$ cat src/rtl/hdmi_period_sequencer_if.sv
// rtl/hdmi_period_sequencer_if.sv - video timing in/out and period select bundle (SEQ_DVI_BYPASS_EN adds dvi_mode_i)
interface hdmi_period_sequencer_if #(
  parameter int DATA_W = 24
);
  // Raw timing stream from the video timing generator
  logic              de_i;
  logic              hsync_i;
  logic              vsync_i;
  logic [DATA_W-1:0] pix_i;
`ifdef SEQ_DVI_BYPASS_EN
  logic              dvi_mode_i;
`endif
  // Delayed stream plus period select towards the TMDS encoders
  logic              de_o;
  logic              hsync_o;
  logic              vsync_o;
  logic [DATA_W-1:0] pix_o;
  logic [1:0]        sel_o;
  logic [3:0]        ctl_o;
  logic              err_o;

`ifdef SEQ_DVI_BYPASS_EN
  modport master (
    output de_i, hsync_i, vsync_i, pix_i, dvi_mode_i,
    input  de_o, hsync_o, vsync_o, pix_o, sel_o, ctl_o, err_o
  );
  modport slave (
    input  de_i, hsync_i, vsync_i, pix_i, dvi_mode_i,
    output de_o, hsync_o, vsync_o, pix_o, sel_o, ctl_o, err_o
  );
`else
  modport master (
    output de_i, hsync_i, vsync_i, pix_i,
    input  de_o, hsync_o, vsync_o, pix_o, sel_o, ctl_o, err_o
  );
  modport slave (
    input  de_i, hsync_i, vsync_i, pix_i,
    output de_o, hsync_o, vsync_o, pix_o, sel_o, ctl_o, err_o
  );
`endif
endinterface

$ cat src/rtl/hdmi_period_sequencer.sv
// rtl/hdmi_period_sequencer.sv - D-cycle timing delay with TMDS period select; SEQ_DVI_BYPASS_EN enables DVI bypass
module hdmi_period_sequencer #(
  parameter int DATA_W  = 24,
  parameter int PRE_LEN = 8,
  parameter int GB_LEN  = 2
) (
  input  logic                   clk,
  input  logic                   rst_n,
  hdmi_period_sequencer_if.slave bus
);

  // Lookahead equals the full preamble plus guard band ahead of video
  localparam int D  = PRE_LEN + GB_LEN;
  localparam int W  = DATA_W + 3;
  localparam int CW = $clog2(D + 1);
  localparam logic [CW-1:0] ONE   = CW'(1);
  localparam logic [CW-1:0] GB_C  = CW'(GB_LEN);
  localparam logic [CW-1:0] DM1_C = CW'(D - 1);
  localparam logic [CW-1:0] D_C   = CW'(D);

  typedef enum logic [1:0] {ST_CTRL, ST_PRE, ST_GB, ST_VID} state_t;

  state_t        state_q, state_d;
  logic [CW-1:0] cnt_q, cnt_d, cnt_m1;
  logic [W-1:0]  line_q [D];
  logic          de_prev_q;
  logic [CW-1:0] gap_q;
  logic          seen_vid_q;
  logic          err_q;
  logic          de_out, de_next, rise;
  logic [D-2:0]  ahead;
  logic          found;
  logic [CW-1:0] nk;
  logic [1:0]    sel_fsm, sel_out;
  logic          dvi_on;

`ifdef SEQ_DVI_BYPASS_EN
  assign dvi_on = bus.dvi_mode_i;
`else
  assign dvi_on = 1'b0;
`endif

  // de_next is what de_o will be next cycle; rise is gated so nothing leaks out during reset
  assign de_out  = line_q[D-1][W-1];
  assign de_next = line_q[D-2][W-1];
  assign rise    = bus.de_i & ~de_prev_q & rst_n;
  assign cnt_m1  = cnt_q - ONE;

  // Delay line: {de, hsync, vsync, pix} shifted through D registered stages
  always_ff @(posedge clk or negedge rst_n) begin
    if (!rst_n) begin
      for (int i = 0; i < D; i++) line_q[i] <= '0;
    end else begin
      line_q[0] <= {bus.de_i, bus.hsync_i, bus.vsync_i, bus.pix_i};
      for (int i = 1; i < D; i++) line_q[i] <= line_q[i-1];
    end
  end

  // Distance from next output cycle to the nearest pending de (ahead[i] is de_o at distance i+1)
  always_comb begin
    ahead = '0;
    for (int i = 0; i < D - 2; i++) ahead[i] = line_q[D-3-i][W-1];
    ahead[D-2] = bus.de_i;
    found = 1'b0;
    nk    = '0;
    for (int i = D - 2; i >= 0; i--) begin
      if (ahead[i]) begin
        found = 1'b1;
        nk    = CW'(i + 1);
      end
    end
  end

  // Period FSM: cnt holds the distance k to the next de_o rising while in PRE/GB
  always_comb begin
    state_d = state_q;
    cnt_d   = cnt_q;
    sel_fsm = 2'b00;
    unique case (state_q)
      ST_CTRL: begin
        // The rise seen on de_i now is exactly D cycles ahead of de_o
        if (rise) begin
          sel_fsm = 2'b01;
          cnt_d   = DM1_C;
          state_d = (DM1_C <= GB_C) ? ST_GB : ST_PRE;
        end
      end
      ST_PRE: begin
        sel_fsm = 2'b01;
        cnt_d   = cnt_m1;
        if (cnt_m1 <= GB_C) state_d = ST_GB;
      end
      ST_GB: begin
        sel_fsm = 2'b10;
        if (cnt_q == ONE) state_d = ST_VID;
        else              cnt_d   = cnt_m1;
      end
      ST_VID: begin
        sel_fsm = 2'b11;
        // Leaving video: a video run already in the line truncates PRE/GB
        if (!de_next) begin
          if (found) begin
            cnt_d   = nk;
            state_d = (nk <= GB_C) ? ST_GB : ST_PRE;
          end else begin
            state_d = ST_CTRL;
          end
        end
      end
      default: state_d = ST_CTRL;
    endcase
  end

  // FSM state, counter and de_i edge history
  always_ff @(posedge clk or negedge rst_n) begin
    if (!rst_n) begin
      state_q   <= ST_CTRL;
      cnt_q     <= '0;
      de_prev_q <= 1'b0;
    end else begin
      state_q   <= state_d;
      cnt_q     <= cnt_d;
      de_prev_q <= bus.de_i;
    end
  end

  // Sticky error when a blanking gap between two video runs on de_o is shorter than D
  always_ff @(posedge clk or negedge rst_n) begin
    if (!rst_n) begin
      gap_q      <= '0;
      seen_vid_q <= 1'b0;
      err_q      <= 1'b0;
    end else begin
      if (!de_out && de_next && seen_vid_q && (gap_q < DM1_C) && !dvi_on) err_q <= 1'b1;
      if (de_out)            gap_q <= '0;
      else if (gap_q != D_C) gap_q <= gap_q + ONE;
      seen_vid_q <= seen_vid_q | de_out;
    end
  end

  assign sel_out     = dvi_on ? {de_out, de_out} : sel_fsm;
  assign bus.sel_o   = sel_out;
  assign bus.ctl_o   = (sel_out == 2'b01) ? 4'b0001 : 4'b0000;
  assign bus.err_o   = err_q;
  assign bus.de_o    = de_out;
  assign bus.hsync_o = line_q[D-1][W-2];
  assign bus.vsync_o = line_q[D-1][W-3];
  assign bus.pix_o   = line_q[D-1][DATA_W-1:0];

endmodule

$ cat src/flat_wrapper.sv
// flat-port wrapper written by rule: the top's interface ports become plain ports
module hdmi_period_sequencer_flat 
#(
  parameter int DATA_W  = 24,
  parameter int PRE_LEN = 8,
  parameter int GB_LEN  = 2
)
  (clk, rst_n, bus_de_i, bus_hsync_i, bus_vsync_i, bus_pix_i, bus_de_o, bus_hsync_o, bus_vsync_o, bus_pix_o, bus_sel_o, bus_ctl_o, bus_err_o);
  hdmi_period_sequencer_if #(.DATA_W(DATA_W)) bus_i ();
  input  logic clk;
  input  logic rst_n;
  input wire logic [$bits(bus_i.de_i)-1:0] bus_de_i;
  input wire logic [$bits(bus_i.hsync_i)-1:0] bus_hsync_i;
  input wire logic [$bits(bus_i.vsync_i)-1:0] bus_vsync_i;
  input wire logic [$bits(bus_i.pix_i)-1:0] bus_pix_i;
  output wire logic [$bits(bus_i.de_o)-1:0] bus_de_o;
  output wire logic [$bits(bus_i.hsync_o)-1:0] bus_hsync_o;
  output wire logic [$bits(bus_i.vsync_o)-1:0] bus_vsync_o;
  output wire logic [$bits(bus_i.pix_o)-1:0] bus_pix_o;
  output wire logic [$bits(bus_i.sel_o)-1:0] bus_sel_o;
  output wire logic [$bits(bus_i.ctl_o)-1:0] bus_ctl_o;
  output wire logic [$bits(bus_i.err_o)-1:0] bus_err_o;
  assign bus_i.de_i = bus_de_i;
  assign bus_i.hsync_i = bus_hsync_i;
  assign bus_i.vsync_i = bus_vsync_i;
  assign bus_i.pix_i = bus_pix_i;
  assign bus_de_o = bus_i.de_o;
  assign bus_hsync_o = bus_i.hsync_o;
  assign bus_vsync_o = bus_i.vsync_o;
  assign bus_pix_o = bus_i.pix_o;
  assign bus_sel_o = bus_i.sel_o;
  assign bus_ctl_o = bus_i.ctl_o;
  assign bus_err_o = bus_i.err_o;
  hdmi_period_sequencer #(.DATA_W(DATA_W), .PRE_LEN(PRE_LEN), .GB_LEN(GB_LEN)) u_core (.clk(clk), .rst_n(rst_n), .bus(bus_i));
endmodule
$ cat config.mk
export PLATFORM = sky130hd
export DESIGN_NAME = hdmi_period_sequencer_flat
export DESIGN_NICKNAME = d
export VERILOG_FILES = /design/src/rtl/hdmi_period_sequencer_if.sv /design/src/rtl/hdmi_period_sequencer.sv /design/src/flat_wrapper.sv
export SDC_FILE = /design/constraint.sdc
export NUM_CORES = 1
export LEC_CHECK = 0
export BUFFER_PORTS_ARGS = -buffer_cell sky130_fd_sc_hd__clkbuf_2
export CORE_UTILIZATION = 45
export DETAILED_ROUTE_END_ITERATION = 8
export GPL_TIMING_DRIVEN = 0
export SETUP_SLACK_MARGIN = 0.3
export SLEW_MARGIN = 10
export SYNTH_ARGS = -nofsm -noshare
export SYNTH_HDL_FRONTEND = slang
export SYNTH_SLANG_ARGS = --single-unit
export TNS_END_PERCENT = 30
$ cat constraint.sdc
create_clock -name clk -period 7.1 [get_ports clk]
set_clock_uncertainty 0.2 [all_clocks]
set_input_delay 1.065 -clock clk [delete_from_list [all_inputs] [get_ports clk]]
set_output_delay 1.065 -clock clk [all_outputs]
set_load 0.1 [all_outputs]
# Yosys cells after proc, flatten, opt, wreduce, memory -nomap -nowiden
# Index checks and enable logic that the tools add are counted.
dict set report op_classes {
  addsub 2
  n_mul 0
  div 0
  n_lt_le_gt_ge 3
  n_eq_ne 12
  shifts 0
  mux 35
  bitwise_logic 4
  reduce_logical 8
}
# op n
set op_table {}
lappend op_table {{two-way mux 4 bit} 15}
lappend op_table {{case mux 2 bit (4 select lines)} 2}
lappend op_table {{case mux 4 bit (4 select lines)} 1}
lappend op_table {{two-way mux 2 bit} 6}
lappend op_table {{two-way mux 1 bit} 11}
lappend op_table {{less-or-equal comparator 4 x 2 -> 1 bit (second input constant)} 2}
lappend op_table {{!= test 2 x 1 -> 1 bit (second input constant)} 4}
lappend op_table {{AND reduction 4 bit} 2}
lappend op_table {{adder 4 x 1 -> 4 bit (second input constant)} 1}
lappend op_table {{equality test 2 x 1 -> 1 bit (second input constant)} 2}
lappend op_table {{equality test 2 bit (second input constant)} 2}
lappend op_table {{equality test 4 x 1 -> 1 bit (second input constant)} 1}
lappend op_table {{< comparator 4 bit (second input constant)} 1}
lappend op_table {{!= test 2 bit (second input constant)} 2}
lappend op_table {{!= test 4 bit (second input constant)} 1}
lappend op_table {{subtractor 4 x 1 -> 4 bit (second input constant)} 1}
lappend op_table {{logical AND 1 bit} 3}
lappend op_table {{AND 1 bit} 2}
lappend op_table {{zero test 2 bit} 1}
lappend op_table {{nonzero test 2 bit} 1}
lappend op_table {{zero test 1 bit} 1}
lappend op_table {{inverter 1 bit} 1}
lappend op_table {{bitwise OR 1 bit} 1}
dict set report totals {
  register_bits 283
  latch_bits 0
  ramBits 0
  rom_bits 0
  input_bits 29
  output_inout_bits 34
  word_cells 80
  mem_count 0
}

# Depth between registers and ports, before layout
dict set report depth {
  word_depth 14
  ltp_mapped 8
  depth_no_buf 7
}

# Least setup slack after synthesis
# No wires, ideal clock.
dict set report synth_timing {
  path_type {input-to-output}
  startpoint {in bus_de_i}
  endpoint {out bus_ctl_o[0]}
  arrival_ns 4.172
  required_time_ns 5.835
  slack_ns 1.663
  path_stages 3
  n_path_buf 0
  path_cell_list {nand3b_1 -> a21oi_1 -> nor2b_1}
}
dict set report synth_between {
  elab_chain_len 6
}
# item line
set synth_rtl {}
lappend synth_rtl {{start: declaration} flat_wrapper.sv:12} ;# input wire logic [$bits(bus_i.de_i)-1:0] bus_de_i;
lappend synth_rtl {{AND 1 bit (2 in a row)} hdmi_period_sequencer.sv:46} ;# assign rise = bus.de_i & ~de_prev_q & rst_n;
lappend synth_rtl {{two-way mux 1 bit} hdmi_period_sequencer.sv:82} ;# if (rise) begin
lappend synth_rtl {{case mux 2 bit (4 select lines)} hdmi_period_sequencer.sv:79} ;# unique case (state_q)
lappend synth_rtl {{named net bus_sel_o[0]} flat_wrapper.sv:20} ;# output wire logic [$bits(bus_i.sel_o)-1:0] bus_sel_o;
lappend synth_rtl {{equality test 2 x 1 -> 1 bit} hdmi_period_sequencer.sv:143} ;# assign bus.ctl_o = (sel_out == 2'b01) ? 4'b0001 : 4'b0000;
lappend synth_rtl {{two-way mux 1 bit} hdmi_period_sequencer.sv:143}
lappend synth_rtl {{end: declaration} flat_wrapper.sv:21} ;# output wire logic [$bits(bus_i.ctl_o)-1:0] bus_ctl_o;
# The timed path passes the listed nets, and every way through them passes these cells.

# Final worst setup path
dict set report layout_timing {
  startpoint {in rst_n}
  endpoint {out bus_ctl_o[0]}
}
dict set report layout_between {
  elab_chain_len 5
}
# item line
set layout_rtl {}
lappend layout_rtl {{start: declaration} flat_wrapper.sv:11} ;# input logic rst_n;
lappend layout_rtl {{AND 1 bit} hdmi_period_sequencer.sv:46}
lappend layout_rtl {{two-way mux 1 bit} hdmi_period_sequencer.sv:82}
lappend layout_rtl {{case mux 2 bit (4 select lines)} hdmi_period_sequencer.sv:79}
lappend layout_rtl {{equality test 2 x 1 -> 1 bit} hdmi_period_sequencer.sv:143}
lappend layout_rtl {{two-way mux 1 bit} hdmi_period_sequencer.sv:143}
# Every way passes these cells.

==> summary.md <==
| Metric | Value |
|---|---|
| Mapped Cells | `400` |
| Setup TNS | `0 ns` |
| Area grow syn2layout | `19.8%` |
| Root buffer cell | `clkbuf_16` |
| First-pass GRT wire length | `15.5 mm` |
| Share of post-route cells with drive strength above 1 | `27.8%` |
| N_diodes | `0` |
| Synth warnings | `0` |
| Critical path origin | `rst_n` |
| Endpoints failing setup | `0` |
| Critical Path Sink Type | `output port` |
| PostCTS Resize Cnt | `0` |
| Unique masters post-synth | `45` |
| Drt total wl | `about 9 mm` |
| CP startpoint kind | `primary input` |
| ANT nets after route | `0` |
| Least-Margin Pin Slew | `between 0.5 and 0.6 ns` |
| DRC | `0` |
| Tcrit/Tclk final | `52.7%` |
| Final Max Slew Viols | `0` |
| Clock share of power | `between 30% and 40%` |
| Die area | `18,100 sq um` |
| Clk_lat worst skew | `0.50 ns` |
| Post-synth EDFFs | `0` |
| Multi-input gate area | `594 sq um` |
| Main synth FF type | `dfrtp_1` |
| Final min period | `3.74 ns` |
| Gr ovfl total | `0` |
| DRT iter0 DRCs | `between 150 and 200` |
| Power per standard cell area | `around 380 nW/um^2` |
| Worst-case reg-to-reg path depth | `6` |
| Post-Route Utilization | `54.9%` |
| Status | `finished, final reports clean` |
| Flop2flop setup slack | `roughly 4.3 ns` |
| Logic gate share of total power | `12.5%` |
| Cell Area, Synth | `7900 sq um` |
| P_int | `0.00270 W` |
| P_sw | `0.000900 W` |
| Die Y | `134 um` |
| Htree depth | `1` |
| Pleak | `around 4.4 nW` |
| FF+latch count, synth | `282` |
| Hold path depth | `0` |
| WP data required | `just under 6 ns` |
| Initial antenna violation count | `0` |
| Fillers | `approximately 1,300` |
| Wire length per cell | `11.9 um` |
| Initial Util | `45.8%` |
| RR Startpoint | `u_core.state_q[1]$_DFFE_PN0P_` |
| CTS max path bufs | `3` |
| Crit path kind | `in -> out` |
| Max frequency | `~270 MHz` |
| Largest net degree at the start of global routing | `~120` |
| Sw frac | `about a quarter` |
| Core area | `17,200 sq um` |
| Site Rows | `48` |
| Post-synthesis sequential area ratio | `89.3%` |
| Commonest non-fill, non-tap cell in the layout | `dfrtp_1` |
| PortBufs | `59` |
| Seq. cell area | `7060 sq um` |
| Proportion of power drawn by flip-flops and latches | `48.6%` |
| Drt pass-1 iters | `4` |
| Num Clock Sinks | `approximately 280` |
| Relative slew slack | `62.5%` |
| RSZ-0062 raised after global routing | `no` |
| CP arrival | `around 2.5 ns` |
| Setup bufs post-CTS | `0` |
| Most frequent cells in the layout | `dfrtp_1, clkbuf_2, buf_4` |
| Final HPWL from detailed placement | `4.94 mm` |
| Vias | `around 3,000` |
| Min-Delay Path Class | `reg -> reg` |
| Peak VDD IR | `0.193 mV` |
| Tot GR Track Use | `10.6%` |
| Final Hold Fails | `0` |
| CTS Hold Buffers Added | `0` |
| CTS tree | `done` |
| Vias per cell | `4.11` |
| Critical R2R Capture | `u_core.cnt_q[1]$_DFFE_PN0P_` |
| Die Span X | `134 um` |
| Crit-path max FO | `58` |
| Hold Path Sink | `u_core.line_q[171]$_DFF_PN0_` |
| Max-cap viol count | `0` |
| Synth Area per Inst | `19.7 sq um` |
| RePlAce Congestion | `0.699` |
| Clock slew at reported path FFs | `approximately 0.060 ns` |
| FFs w/ async S/R, synth | `100%` |
| Io pins | `63` |
| Inserted Clock Buffers | `26` |
| Vias in the first global route | `3,239` |
| Min-delay src | `u_core.line_q[198]$_DFF_PN0_` |
| Layout Nets | `530` |
[how the worst max path moves through the flow]
stage                   endpoint  slack (ns)  cells past startpoint
floorplan           bus_ctl_o[0]        1.66                      3
global placement    bus_ctl_o[0]       -1.42                      5
detailed placement  bus_ctl_o[0]        3.32                      5
CTS                 bus_ctl_o[0]        3.32                      5
global route        bus_ctl_o[0]        3.21                      5
finish              bus_ctl_o[0]        3.36                      5
[worst max-delay path: stages]
cell and delay [ns]:
clkbuf_8 0.37, nand3b_1 0.20, a21oi_1 0.21, nor2b_1 0.14
clkbuf_2 0.46
[routing by layer]
layer,wire length [um],global-route usage [%],vias to the layer above,part of all wire [%]
met1,3910,15.0,1460,44
met5,0,0,-,0
met3,550,2.25,18,6.3
met2,4150,15.9,108,47
met4,174,4.99,0,2.0
li1,-,-,1439,-
[through the flow]
| step | cells | area (sq um) | worst slack, ns | total power, W | hold WS, ns |
|---|---|---|---|---|---|
| 2_1_floorplan | 402 | 7910 | 1.66 | 0.00211 | 0.131 |
| 3_3_place_gp | 686 | 8480 | -1.42 | 0.00219 | 0.132 |
| 3_5_place_dp | 688 | 8550 | 3.32 | 0.00222 | 0.135 |
| 4_1_cts | 736 | 9460 | 3.32 | 0.00364 | 0.136 |
| 5_1_grt | 736 | 9460 | 3.21 | 0.00376 | 0.142 |
| 6_report | 736 | 9460 | 3.36 | 0.00360 | 0.140 |
[cells by family (layout without fill, tap and decap cells)]
kind of cell | Yosys count | in the layout | synth area share (%)
flip-flops | 282 | 282 | 89.3
buffers and inverters | 39 | 148 | 3.23
AND/OR/NAND/NOR | 37 | 37 | 2.79
AO/OA/AOI/OAI | 26 | 26 | 2.36
adder cells (fa/ha/maj) | 10 | 10 | 1.58
XOR/XNOR | 3 | 3 | 0.333
multiplexers | 2 | 2 | 0.317
other | 1 | 3 | 0.0475
[cell usage after synthesis (all sizes together) (2+ instances only)]
library cell | count | area (sq um)
nand2b | 2 | 12.5
or2 | 2 | 12.5
a22oi | 2 | 20.0
nand2 | 7 | 26.3
a41o | 2 | 21.3
buf | 28 | 214
inv | 10 | 37.5
nor2b | 3 | 18.8
xor2 | 2 | 17.5
nor3 | 2 | 10.0
dfrtp | 282 | 7060
nand3b | 3 | 22.5
nor3b | 2 | 15.0
o21ai | 6 | 30.0
nor2 | 8 | 30.0
a21oi | 5 | 25.0
or4 | 2 | 18.8
ha | 10 | 125
[layout make-up]
class | instances | share of cell area [%]
well taps | 225 | 2.98
clock buffers | 38 | 8.20
repair buffers | 61 | 3.79
flip-flops and latches | 282 | 74.6
clock inverters | 10 | 1.48
inverters | 10 | 0.397
plain buffers | 29 | 2.30
multi-input cells | 81 | 6.28
[power by group through the flow]
| stage | sequential [W] | combinational [W] | clock [W] |
|---|---|---|---|
| floorplan | 0.00177 | 0.000338 | 0 |
| global placement | 0.00177 | 0.000415 | 0 |
| detailed placement | 0.00178 | 0.000444 | 0 |
| CTS | 0.00175 | 0.000449 | 0.00144 |
| global route | 0.00176 | 0.000483 | 0.00152 |
| finish | 0.00175 | 0.000449 | 0.00140 |
[sequential cells by signal, summed over array words and instances, names as in the netlist]
register	flops
u_core.state_q	2
u_core.de_prev_q	1
u_core.gap_q	4
u_core.bus.err_o	1
u_core.ahead	7
u_core.bus.de_o	1
u_core.bus.hsync_o	1
u_core.seen_vid_q	1
u_core.bus.pix_o	24
u_core.cnt_q	4
u_core.de_next	1
u_core.bus.vsync_o	1
u_core.line_q	234
No activity file was read; power rests on OpenSTA's default activity.
